## src/rtl/cache_mem_arbiter.sv

```systemverilog
// ---------------------------------------------------------------------------
// cache_mem_arbiter
//
// Shares one external memory port between two cache masters:
// s0 is the instruction cache and s1 is the data cache. Only one transaction
// is outstanding at a time. Read data is broadcast to both masters, and only
// the valid pulse is steered to the master that issued the read.
//
// Handshake (both sides): a master asserts read or write and holds addr,
// byte_en and writedata stable while waitrequest is high. The command is
// accepted on the first cycle the command is presented with waitrequest low.
// Read data is presented on the cycle readdata_valid is high (one-cycle pulse).
//
// Configuration macro: CACHE_ARB_RR_EN
//   defined   : round-robin. On a tie the master that did not win last time
//               gets the grant.
//   undefined : fixed priority. s1 (dcache) wins every tie.
//
// Ports
//   clk, rst_n                 clock, asynchronous active-low reset
//   i_sX_addr/byte_en/
//   writedata/read/write       master X command (X = 0 icache, 1 dcache)
//   o_sX_readdata/_valid       read data (always i_m_readdata) and steered valid
//   o_sX_waitrequest           stall towards master X
//   o_m_addr/byte_en/
//   writedata/read/write       memory command
//   i_m_readdata/_valid        memory read response
//   i_m_waitrequest            memory stall
//   o_dbg_state                current FSM state (0 IDLE, 1 CMD, 2 RESP)
// ---------------------------------------------------------------------------
module cache_mem_arbiter #(
  parameter int AW = 32,
  parameter int DW = 128,
  parameter int BW = DW / 8
) (
  input  logic          clk,
  input  logic          rst_n,
  // master 0 (icache)
  input  logic [AW-1:0] i_s0_addr,
  input  logic [BW-1:0] i_s0_byte_en,
  input  logic [DW-1:0] i_s0_writedata,
  input  logic          i_s0_read,
  input  logic          i_s0_write,
  output logic [DW-1:0] o_s0_readdata,
  output logic          o_s0_readdata_valid,
  output logic          o_s0_waitrequest,
  // master 1 (dcache)
  input  logic [AW-1:0] i_s1_addr,
  input  logic [BW-1:0] i_s1_byte_en,
  input  logic [DW-1:0] i_s1_writedata,
  input  logic          i_s1_read,
  input  logic          i_s1_write,
  output logic [DW-1:0] o_s1_readdata,
  output logic          o_s1_readdata_valid,
  output logic          o_s1_waitrequest,
  // memory port
  output logic [AW-1:0] o_m_addr,
  output logic [BW-1:0] o_m_byte_en,
  output logic [DW-1:0] o_m_writedata,
  output logic          o_m_read,
  output logic          o_m_write,
  input  logic [DW-1:0] i_m_readdata,
  input  logic          i_m_readdata_valid,
  input  logic          i_m_waitrequest,
  // debug
  output logic [1:0]    o_dbg_state
);

  localparam logic [1:0] S_IDLE = 2'd0;
  localparam logic [1:0] S_CMD  = 2'd1;
  localparam logic [1:0] S_RESP = 2'd2;

  logic [1:0] r_state;
  logic [1:0] w_state_nxt;
  logic       r_grant;
  logic       w_grant_nxt;
  logic       r_last;
  logic       w_last_nxt;

  logic       w_s0_req;
  logic       w_s1_req;
  logic       w_win;
  logic       w_g_read;
  logic       w_g_write;
  logic       w_route;

  assign w_s0_req = i_s0_read | i_s0_write;
  assign w_s1_req = i_s1_read | i_s1_write;

  // Winner of the IDLE-cycle decision (only used when some request exists).
  always_comb begin
    w_win = w_s1_req;
`ifdef CACHE_ARB_RR_EN
    if (w_s0_req && w_s1_req) begin
      w_win = ~r_last;
    end
`endif
  end

  // Granted master's command; read dominates a (illegal) read+write.
  assign w_g_read  = r_grant ? i_s1_read : i_s0_read;
  assign w_g_write = (r_grant ? i_s1_write : i_s0_write) & ~w_g_read;

  always_comb begin
    w_state_nxt      = r_state;
    w_grant_nxt      = r_grant;
    w_last_nxt       = r_last;
    w_route          = 1'b0;
    o_m_addr         = '0;
    o_m_byte_en      = '0;
    o_m_writedata    = '0;
    o_m_read         = 1'b0;
    o_m_write        = 1'b0;
    o_s0_waitrequest = 1'b1;
    o_s1_waitrequest = 1'b1;

    case (r_state)
      S_IDLE: begin
        if (w_s0_req || w_s1_req) begin
          w_grant_nxt = w_win;
          w_state_nxt = S_CMD;
        end
      end

      S_CMD: begin
        o_m_addr      = r_grant ? i_s1_addr      : i_s0_addr;
        o_m_byte_en   = r_grant ? i_s1_byte_en   : i_s0_byte_en;
        o_m_writedata = r_grant ? i_s1_writedata : i_s0_writedata;
        o_m_read      = w_g_read;
        o_m_write     = w_g_write;
        o_s0_waitrequest = r_grant ? 1'b1 : i_m_waitrequest;
        o_s1_waitrequest = r_grant ? i_m_waitrequest : 1'b1;

        if (!(w_g_read || w_g_write)) begin
          // Master withdrew its request: abandon without a command.
          w_state_nxt = S_IDLE;
        end else if (!i_m_waitrequest) begin
          if (w_g_write) begin
            w_last_nxt  = r_grant;
            w_state_nxt = S_IDLE;
          end else if (i_m_readdata_valid) begin
            // Zero-latency read: data returns in the accept cycle.
            w_route     = 1'b1;
            w_last_nxt  = r_grant;
            w_state_nxt = S_IDLE;
          end else begin
            w_state_nxt = S_RESP;
          end
        end
      end

      S_RESP: begin
        if (i_m_readdata_valid) begin
          w_route     = 1'b1;
          w_last_nxt  = r_grant;
          w_state_nxt = S_IDLE;
        end
      end

      default: begin
        w_state_nxt = S_IDLE;
      end
    endcase
  end

  always_ff @(posedge clk or negedge rst_n) begin
    if (!rst_n) begin
      r_state <= S_IDLE;
      r_grant <= 1'b0;
      r_last  <= 1'b1;
    end else begin
      r_state <= w_state_nxt;
      r_grant <= w_grant_nxt;
      r_last  <= w_last_nxt;
    end
  end

  // Data is broadcast; only the valid pulse is steered to the requester.
  assign o_s0_readdata       = i_m_readdata;
  assign o_s1_readdata       = i_m_readdata;
  assign o_s0_readdata_valid = w_route & ~r_grant;
  assign o_s1_readdata_valid = w_route &  r_grant;
  assign o_dbg_state         = r_state;

endmodule

```

## config.mk

```make
export PLATFORM = sky130hd
export DESIGN_NAME = cache_mem_arbiter
export DESIGN_NICKNAME = d
export VERILOG_FILES = /design/src/rtl/cache_mem_arbiter.sv
export SDC_FILE = /design/constraint.sdc
export NUM_CORES = 1
export LEC_CHECK = 0
export ABC_AREA = 1
export CAP_MARGIN = 20
export CORE_AREA = 8 8 357 359
export CTS_BUF_LIST = sky130_fd_sc_hd__clkbuf_8 sky130_fd_sc_hd__clkbuf_16
export DETAILED_ROUTE_END_ITERATION = 7
export DIE_AREA = 0 0 365 367
export SYNTH_ARGS = -nofsm -noshare
export SYNTH_HDL_FRONTEND = slang
export SYNTH_SLANG_ARGS = --single-unit
```

## constraint.sdc

```tcl
create_clock -name clk -period 1.46 [get_ports clk]
set_input_delay 0.292 -clock clk [delete_from_list [all_inputs] [get_ports clk]]
set_output_delay 0.292 -clock clk [all_outputs]
set_load 0.01 [all_outputs]
```

==> metrics.yaml <==
syn_nets: 1021
ir_worst_vdd_uv: 1030
drt-pass1-iter-count: 4
synth_compound_area_frac: 0.373
die-area_mm2: 0.134
rows: 128
maxCapViolCount: 0
n_fill_cell: 14000
place_hpwl_mm: 73.1
regToRegSetupSlack_ns: -0.06
rsz0062_at_grt: "true"
fmax_mhz: 448
grt_first_pass_wirelength_mm: 95.0
grt_overflow: 0
place_congestion: 0.801
die_y_um: 367
synthXorXnorAreaFrac: 0
htree_levels: 1
p_leak_nw: 4.90
coreArea_mm2: 0.121
p_per_area_mw_per_mm2: 2010
clock_path_buffers: 2
regToRegEndpoint: "o_dbg_state[1]$_DFFE_PN0P_"
yosys_warnings: 0
ant_nets: 0
worst_slack_ns: -0.775
finalClockSkew_ns: 0.000354
die_w_um: 365
hold_viol: 0
slew_violations: 0
multi_input_area_mm2: 0.00277
syn-cell-area_mm2: 0.00416
placed_area_mm2: 0.0108
clkLatencyLatePin_ns: 0.22
numPortBuffers: 543
slowest_delay_ns: 0.38
numCtsBuffers: 3
vias: 5772
synth_seq_cells: 3
layout_common_cells: "clkdlybuf4s50_1, buf_12, a22o_4"
syn_inst: 530
cts_tree: "built"
clock-sinks: 3
worst_pin_slew_ns: 0.268
drc_errors: 0
finalSetupTns_ns: -122.57
min_path_type: "input port to asynchronous set/reset pin"
layout-drive-gt1-share: 0.476
initial_core_util: 0.0343
crit_arrival_ns: 1.94
viasPerCell: 2.30
antenna_found_initial: 23
setup_violations: 184
fin_crit_ns: 2.23
area_growth_pct: 208
num_io_pins: 928
outcome: "finished with violations"
synth-seq-area-share: 0.0181
grt_max_degree: 26
synthAdderAreaFrac: 0.00903
final_common_cell: "clkdlybuf4s50_1"
wl_mm: 81.9
num-nets-final: 1372
end_kind: "output port"
cp_max_fo: 5
avgSynthCellArea_um2: 7.85
reg2regPathDepth: 10
crit_chain: "inv_2 > ha_4 > inv_4 > nor2_4 > buf_12 > buf_16 > buf_12 > buf_8 > a22o_1 > buf_12"
worstPathRequired_ns: 1.17
synth_simple_gate_area_share: 0.0358
r2r_start: "o_dbg_state[1]$_DFFE_PN0P_"
crit_type: "flip-flop to output port"
seqCellArea_um2: 76.3
synth_mux_area_frac: 0
wire_per_inst_um: 32.6
relSlewSlack: 0.821
period_share: 1.53
grt_pass1_vias: 6552
slowest_stage: "dfrtp_1"
holdWs_ns: 0.267
synth_top_family_by_area: "buffers and inverters"
drt_iter0_drc: 167
cts_root_buf: "clkbuf_16"
start_kind: "flip-flop"
crit_path_frequent_cell: "buf_12"
clkTransAtPathRegs_ns: 0.03
synth.distinct_cells: 15
dp_slack_ns: -0.948
cts_hold_buffers: 0
finalInstanceArea_mm2: 0.0128
violations: "setup timing"
track_usage: 0.113
[power breakdown]
group	switching [W]	internal, W
sequential	0.0000446	0.000126
clock	0.0000698	0.000353
combinational	0.0117	0.0135
[synthesized netlist by cell type (all sizes together)]
library cell | instances | area share
a22o | 176 | 0.37
buf | 295 | 0.55
dfrtp | 3 | 0.018
ha | 3 | 0.0090
inv | 16 | 0.014
nand2 | 22 | 0.020
nand3 | 4 | 0.0048
nand4 | 1 | 0.0015
nor2 | 7 | 0.0081
o21ai | 2 | 0.0024
or2 | 1 | 0.0015
[cells by family (layout without fill, tap and decap cells)]
kind of cell               Yosys count  in the layout
other                                0              8
buffers and inverters              311            661
AOI/OAI and AO/OA                  178            178
DFF                                  3              3
adders and majority gates            3              3
and+or+nand+nor                     35             35
[how the worst max path moves through the flow]
stage                          startpoint                end  slack [ns]
3_3_place_gp   o_dbg_state[1]$_DFFE_PN0P_  o_m_writedata[70]       -0.91
3_5_place_dp   o_dbg_state[1]$_DFFE_PN0P_  o_m_writedata[70]       -0.95
2_1_floorplan  o_dbg_state[1]$_DFFE_PN0P_  o_m_writedata[10]       -0.13
6_report       o_dbg_state[1]$_DFFE_PN0P_  o_m_writedata[17]       -0.77
4_1_cts        o_dbg_state[0]$_DFFE_PN0P_  o_m_writedata[76]       -0.82
5_1_grt        o_dbg_state[1]$_DFFE_PN0P_  o_m_writedata[17]       -0.84
[registers in the layout, summed over array words and instances (netlist names)]
register	cells
o_dbg_state	2
r_grant	1
[repair_timing]
item	4_1_cts	5_1_grt
gates resized for setup	421	115
buffers inserted	28	14
pin swaps	43	52
cloned	9	7
setup endpoints to repair	185	186
[area by class of cell]
type,count,share of cell area
timing repair buffer,640,0.603
multi-input combinational,216,0.216
tap,1625,0.159
inverter,16,0.00635
sequential,3,0.00596
clock buffer,3,0.00587
timing repair inverter,1,0.00156
antenna,8,0.00156
clock inverter,1,0.000293
[through the flow]
step | power (W) | cells | util
finish | 0.0258 | 2513 | 0.105
global route | 0.0273 | 2505 | 0.105
CTS | 0.0254 | 2489 | 0.101
detailed placement | 0.0210 | 2449 | 0.0889
global placement | 0.0211 | 2449 | 0.0889
floorplan | 0.00676 | 530 | -
[layer usage]
metal	up-vias	global-route usage	wire, um
li1	2366	-	-
met1	2622	0.127	31400
met2	727	0.172	34700
met3	41	0.0962	15300
met4	16	0.00481	379
met5	-	0.00436	175
[worst max-delay path: cells and delay by family, from the launching register on]
kind / cells / cell delay (ns)
AOI/OAI and AO/OA: 1 / 0.17
adders and majority gates: 1 / 0.19
buffers and inverters: 7 / 0.86
DFF: 1 / 0.38
and+or+nand+nor: 1 / 0.09
Power figures use the tool's default switching activity.
